===== src/rtl/seq_det_pkg.sv =====
// Shared types and constants for the serial pattern detector scheduler.
// Build option SEQ_DET_NONOVERLAP_EN (see seq_match_core) does not change anything here.
package seq_det_pkg;

    typedef enum logic [1:0] {
        IDLE   = 2'd0,
        STREAM = 2'd1,
        REPORT = 2'd2
    } state_t;

    localparam int DEF_N_REQ   = 4;
    localparam int DEF_PAT_LEN = 4;
    localparam int DEF_CNT_W   = 8;

    // Width of a channel index; never below one bit.
    function automatic int idx_w(input int n);
        return (n > 1) ? $clog2(n) : 1;
    endfunction

endpackage


===== src/rtl/seq_match_core.sv =====
// Bit history, fill counter and Mealy comparator for one serial stream.
// Define SEQ_DET_NONOVERLAP_EN to restart detection after each match.
module seq_match_core
    import seq_det_pkg::*;
#(
    parameter int PAT_LEN = DEF_PAT_LEN
) (
    input  logic               clk,
    input  logic               reset,
    input  logic               clr,
    input  logic               vld,
    input  logic               bit_in,
    input  logic [PAT_LEN-1:0] pattern,
    output logic               match
);

    localparam int FW = $clog2(PAT_LEN);
    localparam logic [FW-1:0] FULL = FW'(PAT_LEN - 1);

    logic [PAT_LEN-2:0] hist;
    logic [FW-1:0]      fill;
    logic [PAT_LEN-1:0] window;

    assign window = {hist, bit_in};
    assign match  = vld && (fill == FULL) && (window == pattern);

    always_ff @(posedge clk) begin
        if (reset || clr) begin
            hist <= '0;
            fill <= '0;
        end else if (vld) begin
            hist <= window[PAT_LEN-2:0];
            if (fill != FULL) begin
                fill <= fill + 1'b1;
            end
`ifdef SEQ_DET_NONOVERLAP_EN
            // Consume the matched bits so the next match needs a fresh window.
            if (match) begin
                hist <= '0;
                fill <= '0;
            end
`endif
        end
    end

endmodule


===== src/rtl/seq_det_sched.sv =====
// Round-robin sharing of one serial pattern detector between N_REQ channels.
// Detection mode is selected by SEQ_DET_NONOVERLAP_EN inside seq_match_core.
module seq_det_sched
    import seq_det_pkg::*;
#(
    parameter int N_REQ   = DEF_N_REQ,
    parameter int PAT_LEN = DEF_PAT_LEN,
    parameter int CNT_W   = DEF_CNT_W
) (
    input  logic                     clk,
    input  logic                     reset,
    input  logic [N_REQ-1:0]         req,
    input  logic [N_REQ-1:0]         bit_vld,
    input  logic [N_REQ-1:0]         bit_in,
    input  logic [N_REQ-1:0]         bit_last,
    input  logic [PAT_LEN-1:0]       pattern,
    output logic [N_REQ-1:0]         gnt,
    output logic                     match,
    output logic                     done,
    output logic [idx_w(N_REQ)-1:0]  done_id,
    output logic [CNT_W-1:0]         done_cnt,
    output logic                     done_abort
);

    localparam int IW = idx_w(N_REQ);
    localparam logic [CNT_W-1:0] CNT_MAX = '1;

    // Handshake: a channel raises req and holds it for the whole frame; it
    // may only present bits once it sees its gnt bit, and there is no
    // backpressure -- every bit_vld of the granted channel is consumed.
    state_t             state, state_nx;
    logic [IW-1:0]      ptr, gid, win, cand;
    logic               found;
    logic [PAT_LEN-1:0] pat_q;
    logic [CNT_W-1:0]   cnt, cnt_nx;
    logic               sel_req, sel_vld, sel_bit, sel_last;
    logic               accept, core_clr;

    assign sel_req  = req[gid];
    assign sel_vld  = bit_vld[gid];
    assign sel_bit  = bit_in[gid];
    assign sel_last = bit_last[gid];

    // A valid bit in the req-drop cycle only counts if it closes the frame.
    assign accept   = (state == STREAM) && sel_vld && (sel_req || sel_last);
    assign core_clr = (state != STREAM);
    assign cnt_nx   = (match && (cnt != CNT_MAX)) ? cnt + 1'b1 : cnt;

    seq_match_core #(
        .PAT_LEN(PAT_LEN)
    ) u_core (
        .clk    (clk),
        .reset  (reset),
        .clr    (core_clr),
        .vld    (accept),
        .bit_in (sel_bit),
        .pattern(pat_q),
        .match  (match)
    );

    always_comb begin
        found = 1'b0;
        win   = '0;
        cand  = '0;
        for (int i = 1; i <= N_REQ; i++) begin
            cand = IW'((int'(ptr) + i) % N_REQ);
            if (!found && req[cand]) begin
                found = 1'b1;
                win   = cand;
            end
        end
    end

    always_comb begin
        state_nx = state;
        case (state)
            IDLE:    if (found) state_nx = STREAM;
            STREAM:  if ((sel_vld && sel_last) || !sel_req) state_nx = REPORT;
            REPORT:  state_nx = IDLE;
            default: state_nx = IDLE;
        endcase
    end

    always_ff @(posedge clk) begin
        if (reset) begin
            state      <= IDLE;
            gnt        <= '0;
            done       <= 1'b0;
            done_id    <= '0;
            done_cnt   <= '0;
            done_abort <= 1'b0;
            ptr        <= IW'(N_REQ - 1);
            gid        <= '0;
            pat_q      <= '0;
            cnt        <= '0;
        end else begin
            state <= state_nx;
            done  <= 1'b0;
            case (state)
                IDLE: begin
                    if (found) begin
                        gnt   <= {{(N_REQ-1){1'b0}}, 1'b1} << win;
                        gid   <= win;
                        pat_q <= pattern;
                        cnt   <= '0;
                    end
                end
                STREAM: begin
                    cnt <= cnt_nx;
                    if (state_nx == REPORT) begin
                        gnt        <= '0;
                        done       <= 1'b1;
                        done_id    <= gid;
                        done_cnt   <= cnt_nx;
                        done_abort <= !(sel_vld && sel_last);
                        ptr        <= gid;
                    end
                end
                default: ;
            endcase
        end
    end

endmodule


===== config.mk =====
export PLATFORM = sky130hd
export DESIGN_NAME = seq_det_sched
export DESIGN_NICKNAME = d
export VERILOG_FILES = /design/src/rtl/seq_det_pkg.sv /design/src/rtl/seq_match_core.sv /design/src/rtl/seq_det_sched.sv
export SDC_FILE = /design/constraint.sdc
export NUM_CORES = 1
export LEC_CHECK = 0
export ABC_AREA = 0
export BUFFER_PORTS_ARGS = -buffer_cell sky130_fd_sc_hd__buf_2
export CAP_MARGIN = 10
export CORE_MARGIN = 2
export CORE_UTILIZATION = 45
export CTS_BUF_LIST = sky130_fd_sc_hd__clkbuf_8 sky130_fd_sc_hd__clkbuf_16
export DETAILED_ROUTE_END_ITERATION = 6
export PLACE_DENSITY = 0.65
export SKIP_LAST_GASP = 1
export SYNTH_ARGS = -nofsm -noshare
export SYNTH_HDL_FRONTEND = slang
export SYNTH_SLANG_ARGS = --single-unit

===== constraint.sdc =====
create_clock -name clk -period 3.42 [get_ports clk]
set_clock_uncertainty 0.15 [all_clocks]
set_input_delay 0.684 -clock clk [delete_from_list [all_inputs] [get_ports clk]]
set_output_delay 0.684 -clock clk [all_outputs]
set_load 0.01 [all_outputs]

### Word-level counts from Yosys, hierarchy flattened

Index checks and enable logic that the tools add are counted.

| cells by class | value |
|---|---|
| bitwise logic cells | 1 |
| reduce and logical (&&, ||, !) cells | 25 |
| equality and inequality tests | 9 |
| muxes and demuxes | 34 |
| shifts and indexed selects | 1 |
| add/sub/neg operators | 6 |
| magnitude comparators | 5 |

Operators with widths:

| kind | number |
|---|---|
| 1-bit binary-select mux with 2-bit select | 8 |
| 8-bit 2-to-1 mux | 2 |
| 8-bit case mux with 2 select lines | 1 |
| 2-bit by 3-bit < comparator with 1-bit output, second input constant | 5 |
| 1-bit 2-to-1 mux | 13 |
| 2-bit 2-to-1 mux | 6 |
| 1-bit logical AND | 9 |
| 8-bit by 1-bit adder with 8-bit output, second input constant | 1 |
| 4-bit 2-to-1 mux | 2 |
| 8-bit inequality test, second input constant | 1 |
| 4-bit case mux with 2 select lines | 1 |
| 2-bit AND reduction | 4 |
| 2-bit by 1-bit adder with 2-bit output, second input constant | 3 |
| 1-bit zero test | 5 |
| 2-bit adder, second input constant | 2 |
| 2-bit == test, second input constant | 2 |
| 4-bit == test | 1 |
| 2-bit by 1-bit inequality test with 1-bit output, second input constant | 2 |
| 2-bit inequality test, second input constant | 2 |
| 2-bit case mux with 2 select lines | 1 |
| 1-bit by 2-bit << shifter with 4-bit output, first input constant | 1 |
| 1-bit logical OR | 3 |
| 3-bit AND reduction | 1 |
| 2-bit by 1-bit == test with 1-bit output, second input constant | 1 |
| 4 further kinds | 4 |

| storage, ports and cells | value |
|---|---|
| logic and storage cells | 93 |
| output and inout bits | 17 |
| bits of input ports | 22 |
| flip-flop bits (word level) | 39 |

### Longest topological paths before layout

Gate-level depths: netlist of the first run.

| logic depth | value |
|---|---|
| word-level depth | 18 |
| gate-level depth with buffers | 7 |
| mapped depth without buffers | 6 |

### Modules after synthesis

From an unflattened synthesis of the first run, not the netlist that was laid out.

| second synthesis, totals | value |
|---|---|
| cell total of the unflattened synthesis | 220 |
| area total of the unflattened synthesis | 1,896.8 sq um |

By module, submodules not included:

| module | area each (sq um) | cells an instance | sequential area each (sq um) | times used |
|---|---|---|---|---|
| seq_det_sched | 1,637.8 | 194 | 680.7 | 1 |
| seq_match_core | 259.0 | 26 | 100.1 | 1 |

### Worst setup path after synthesis of the first run

No wires, ideal clock.

| timing path | value |
|---|---|
| path type | input-to-output |
| start point | in req[3] |
| end point | out match |
| arrival | 1.797 ns |
| buffers on the path | 1 |
| stages on the path | 4 |
| path slack | 0.789 ns |
| required time | 2.586 ns |
| cell sequence | mux4_2 > o211ai_2 > buf_4 > nor3_1 |

| between the ends | value |
|---|---|
| longest elaborated chain between the ends | 6 |

Ends and longest elaborated chain:

| what | line | RTL |
|---|---|---|
| start, declared | seq_det_sched.sv:12 | `input logic [N_REQ-1:0] req,` |
| 1-bit binary-select mux with 2-bit select | seq_det_sched.sv:39 | `assign sel_req = req[gid];` |
| 1-bit 2-to-1 mux (not written as such) | seq_det_sched.sv:39 |  |
| 1-bit logical OR | seq_det_sched.sv:45 | `assign accept = (state == STREAM) && sel_vld && (sel_req \|\| sel_last);` |
| 1-bit logical AND | seq_det_sched.sv:45 |  |
| 1-bit logical AND (2 in series) | seq_match_core.sv:25 | `assign match = vld && (fill == FULL) && (window == pattern);` |
| end, declared | seq_det_sched.sv:18 | `output logic match,` |

No other way between the ends. The select of a mux whose other input is x is not followed.

### Worst setup path in the final report of the first run

| timing path | value |
|---|---|
| start point | reg gid[0] |
| end point | out match |

| between the ends | value |
|---|---|
| longest elaborated chain between the ends | 6 |
| elaborated cells between the ends (all ways) | 14 |
| classes of those cells | 1 x eq/ne; 8 x mux; 5 x reduce/logical |

Ends and longest elaborated chain:

| what | line | RTL |
|---|---|---|
| start, declared | seq_det_sched.sv:32 | `logic [IW-1:0] ptr, gid, win, cand;` |
| start signal, assigned | seq_det_sched.sv:103 | `gid <= win;` |
| 1-bit binary-select mux with 2-bit select (on tied branches) | seq_det_sched.sv:40, seq_det_sched.sv:39, seq_det_sched.sv:42 |  |
| 1-bit 2-to-1 mux (on tied branches) | seq_det_sched.sv:40, seq_det_sched.sv:39, seq_det_sched.sv:42 |  |
| 1-bit logical AND or 1-bit logical OR (tied branches) | seq_det_sched.sv:45 |  |
| 1-bit logical AND | seq_det_sched.sv:45 |  |
| 1-bit logical AND | seq_match_core.sv:25 |  |
| 1-bit logical AND * | seq_match_core.sv:25 |  |

Every way passes the cells marked *; elsewhere a longest branch is shown, timed or not. The select of a mux whose other input is x is not followed.

==> reports/metrics.cfg, run 1 <==
[yosys]
yosys.area.top_type = dfxtp_1
yosys_warnings = 0
synth_flop_cell = dfxtp_1
synth_edf_count = 0
yosysTopAreaCellShare_pct = 38.2
ys_ff_latch = 39
synth_cell_types = 53
synthCells = 221
synthTopCellsByArea = dfxtp_1 (38%), nor2_1 (5.9%), mux4_2 (4.4%)
synth-async-reset-ratio_pct = 0
syn_nets = 245
syn_area_sq_um = 2050
synth_area_per_cell_sq_um = 9.26
yosysSeqAreaShare_pct = 38.2

[global_routing]
grt_pass1_vias = 1689
grt_pass1_wl_microns = 7770
antenna_found_initial = 0
overflow = 0
grt_max_degree = 33
grt_usage_pct = 19.3

[critical_path]
cp_num_buf_inv = 1
cp_top_family = multiplexers
cp-end-kind = primary output
critical_path.max_fanout = 6
path_cells = mux4_2 -> o211ai_2 -> nor3_1 -> buf_2
arrival_ps = 2090
critPathSlowestCell = mux4_2
critPathLaunchType = register
crit_start = gid[0]
max_stage_delay_ps = 600
crit_required_ps = 2590
critPathKind = register to primary output
worstReg2RegStart = gid[0]

[place]
preCtsSetupSlack_ps = 595
hpwl_microns = 3370
place.port_buffers = 38
gp_congestion = 0.760
dp.cells = 303

[pwr]
peakVddDrop_mv = 0.283
powerDensity_nw_per_um2 = 480
p_leak_uw = 0.000943

[clocking]
cts_buffer_depth = 2
cts_tree = yes
ctsHoldBuffers = 0
clkLatencyLatePin_ps = 290
cts_resized = 0
root_buffer = clkbuf_8
numCtsBuffers = 5
clk_pin_slew_ps = 70
htreeDepth = 2
post_cts_buffers = 0
clock-sinks = 39

[route]
routed_wl_microns = 4620
routedWlPerCell_microns = 14.8
drc_errors = 0
viasPerCell = 5.68
firstDrtPassIters = 4
drtIter0Drc = 182
ant_nets = 0
dr_total_vias = 1767

[final_layout]
finalNonFillerCells = 311
area_growth_syn_to_layout_pct = 15.8
register_area_sq_um = 781
n_antenna_cell = 0
num-fill-cells = 409
drive_gt1_share_pct = 25.9
multi_input_area_sq_um = 1190
final_common_cell = dfxtp_1
finalNetCount = 282
mostFrequentLayoutCells = dfxtp_1 (39), buf_2 (38), nor2_1 (32)

[floorplan]
coreArea_sq_um = 4350
initial_core_util_pct = 47.0
dieArea_sq_um = 5100
io_pins = 39
die_w_microns = 71.4
die_y_microns = 71.4
row_count = 24

[job]
maxCapViolCount = 0

[sta]
worst_pin_slew_ps = 625
hold_viol = 0
fmaxAchievable_mhz = 342
rsz0062_at_grt = no
fin_ws_ps = 497
finalMaxSlewViolations = 0
relSlewSlack_pct = 58.3
fin_crit_ps = 2920
finalSetupViolCount = 0
fin_tns_setup_ps = 0
fin_crit_sh_pct = 85.5

[min_path]
hold_path_class = register to register
hp-start = done_cnt[3]

[status]
status = completed

power breakdown:
part	internal, uW	switching [uW]	total (uW)	leakage (uW)
Clock	181	154	335	0.0000557
Combinational	112	172	284	0.000570
Sequential	489	30.4	520	0.000318
registers in the layout (all words and copies together), names as in the netlist:
name,count
cnt,8
done,1
done_abort,1
done_cnt,8
done_id,2
gid,2
gnt,4
pat_q,4
ptr,2
state,2
u_core.fill,2
u_core.hist,3
synth_stat cells (all sizes together) (3+ instances only):
| library cell | instances |
|---|---|
| nor4 | 8 |
| nor2 | 32 |
| clkbuf | 9 |
| xnor2 | 7 |
| mux2i | 8 |
| nand2 | 22 |
| nand3 | 4 |
| buf | 4 |
| a21o | 5 |
| nor2b | 3 |
| nand2b | 5 |
| a211oi | 6 |
| nand4 | 3 |
| nor3 | 3 |
| a311oi | 3 |
| dfxtp | 39 |
| or3 | 6 |
| a21oi | 14 |
| mux4 | 4 |
logic make-up (layout without fill, tap and decap cells):
family,Yosys count,in the layout,synth area share (%)
muxes,13,13,8.87
DFF,39,39,38.2
xor gates and xnor gates,8,8,3.79
adders and majority gates,2,2,1.22
buffers and inverters,14,52,3.55
and+or+nand+nor,95,95,26.2
AOI/OAI and AO/OA,50,50,18.2
metal layers:
metal / GRT usage, % / share of wire, %
met1: 25.1 / 48
met2: 31.4 / 47
met3: 4.78 / 4.4
met4: 6.50 / 0.87
met5: 0 / 0
worst paths after layout:
kind / cells after the start / end / slack (ps)
worst min-delay path: 1 / done_cnt[3] / 300
worst max register to register: 6 / done_cnt[7] / 740
worst max-delay path: 4 / match / 500
worst min register to register: 1 / done_cnt[3] / 300
final cells by class:
| type | count | area share, % |
|---|---|---|
| flip-flops and latches | 39 | 32.9 |
| well taps | 52 | 2.75 |
| multi-input cells | 168 | 50.3 |
| inverters | 1 | 0.158 |
| repair buffers | 43 | 9.61 |
| clock buffers | 7 | 4.07 |
| clock inverters | 1 | 0.158 |
metrics by stage:
| step | cell area, sq um | hold WS [ps] | power [uW] | util (%) |
|---|---|---|---|---|
| 2_1_floorplan | 2050 | 300 | 733 | - |
| 3_3_place_gp | 2270 | 284 | 809 | 52.1 |
| 3_5_place_dp | 2270 | 288 | 814 | 52.1 |
| 4_1_cts | 2370 | 308 | 1150 | 54.4 |
| 5_1_grt | 2370 | 343 | 1200 | 54.4 |
| 6_report | 2370 | 301 | 1140 | 54.4 |
Power figures use the tool's default switching activity.
==> inputs of run 2 (changes only) <==
==> constraint.sdc (replaced) <==
create_clock -name clk -period 3.8 [get_ports clk]
set_clock_uncertainty 0.15 [all_clocks]
set_input_delay 0.76 -clock clk [delete_from_list [all_inputs] [get_ports clk]]
set_output_delay 0.76 -clock clk [all_outputs]
set_load 0.01 [all_outputs]
==> run 2 against run 1 <==
  * Count of clock-buffer cells in the layout down 2
  * Hold slack improved by 6.8 ps
  * Flip-flop and latch count is the same
  * Utilization decreased by 0.60 points
  * Register-to-register slack better by 160 ps
  * Setup slack better by 390 ps
  * Power decreased by 14%
  * Highest routed layer unchanged
  * Critical endpoint unchanged
  * Global-route usage rose by 0.66 points
  * Critical path depth unchanged
  * First-iteration DRC count decreased by 24%
==> reports/metrics.cfg, run 2 (same netlist as run 1, synthesis figures left out) <==
[clocking]
ctsHoldBuffers = 0
cts_resized = 0
post_cts_buffers = 0
cts_buffer_depth = 2
htreeDepth = 2
clock-sinks = 39
cts_tree = yes
clkLatencyLatePin_ps = 290
numCtsBuffers = 5
clk_pin_slew_ps = 70
root_buffer = clkbuf_8

[final_layout]
final_common_cell = dfxtp_1
register_area_sq_um = 781
n_antenna_cell = 0
multi_input_area_sq_um = 1190
reg_top3 = cnt (8), done_cnt (8)
mostFrequentLayoutCells = dfxtp_1 (39), buf_2 (38), nor2_1 (32)
drive_gt1_share_pct = 25.2
finalNetCount = 281
area_growth_syn_to_layout_pct = 14.6
num-fill-cells = 411

[critical_path]
worstReg2RegStart = gid[0]
critical_path.max_fanout = 6
arrival_ps = 2000
crit_start = gid[0]
critPathLaunchType = register
critPathKind = register to primary output
cp-end-kind = primary output
crit_required_ps = 2890

[pwr]
clkPwrFrac_pct = 26.7
powerDensity_nw_per_um2 = 417
combPwrFrac_pct = 25.6
p_seq_share_pct = 47.7
netSwitchingFraction_pct = 32.2
p_leak_uw = 0.000933
peakVddDrop_mv = 0.276
p_switching_uw = 315
p_total_uw = 977
intPower_uw = 662

[route]
routedWlPerCell_microns = 14.7
dr_total_vias = 1737
drc_errors = 0
drtIter0Drc = 138
firstDrtPassIters = 4
viasPerCell = 5.60
routed_wl_microns = 4550
ant_nets = 0

[global_routing]
grt_usage_pct = 19.9
grt_max_degree = 33
grt_pass1_vias = 1688
grt_pass1_wl_microns = 7850
antenna_found_initial = 0
overflow = 0

[status]
status = completed

[place]
gp_congestion = 0.747
place.port_buffers = 38
hpwl_microns = 3340

[floorplan]
io_pins = 39
die_w_microns = 71.4
dieArea_sq_um = 5100
die_y_microns = 71.4
row_count = 24
coreArea_sq_um = 4350
initial_core_util_pct = 47.0

[job]
maxCapViolCount = 0

[sta]
worst_pin_slew_ps = 1150
fin_tns_setup_ps = 0
whs_ps = 308
relSlewSlack_pct = 23.2
hold_viol = 0
finalSetupViolCount = 0
fin_crit_sh_pct = 76.6
finalMaxSlewViolations = 0
fmaxAchievable_mhz = 343
rsz0062_at_grt = no
fin_crit_ps = 2910

[min_path]
hold_path_class = register to register
hp-start = done_id[1]

## run 2: worst max-delay path: stages (launching register included)
cell,delay (ps)
dfxtp_1,530
mux4_2,600
xor2_2,180
nor3_1,210
buf_2,190
## run 2: power groups by stage
stage / Combinational, uW / Clock (uW) / Sequential, uW
after detailed placement: 252 / 0 / 476
after CTS: 252 / 272 / 467
after floorplan: 185 / 0 / 476
after global routing: 278 / 296 / 471
after global placement: 248 / 0 / 477
final: 250 / 260 / 466
## run 2: final cells by class
type	count	share of cell area, %
Inverter	1	0.160
Clock inverter	3	0.534
Sequential cell	39	33.3
Multi-Input combinational cell	168	50.9
Clock buffer	5	2.94
Timing Repair Buffer	42	9.40
Tap cell	52	2.78
## run 2: worst paths after layout
kind                 end  slack (ps)  cells past startpoint
max                match         890                      4
max reg2reg  done_cnt[5]         900                      5
min reg2reg   done_id[1]         310                      2
min           done_id[1]         310                      2
## run 2: through the flow
| step | instances | worst slack [ps] | utilization [%] | area (sq um) |
|---|---|---|---|---|
| 3_5_place_dp | 302 | 607 | 52.0 | 2260 |
| 2_1_floorplan | 221 | 1020 | - | 2050 |
| 5_1_grt | 310 | 559 | 53.8 | 2340 |
| 4_1_cts | 310 | 844 | 53.8 | 2340 |
| 6_report | 310 | 888 | 53.8 | 2340 |
| 3_3_place_gp | 302 | 673 | 52.0 | 2260 |
## run 2: metal layers
| metal | track usage (%) | wire [microns] | vias to the layer above |
|---|---|---|---|
| met1 | 26.1 | 2210 | 815 |
| met2 | 32.2 | 2140 | 33 |
| li1 | - | - | 887 |
| met5 | 0 | 0 | - |
| met4 | 5.66 | 25 | 0 |
| met3 | 5.63 | 168 | 2 |
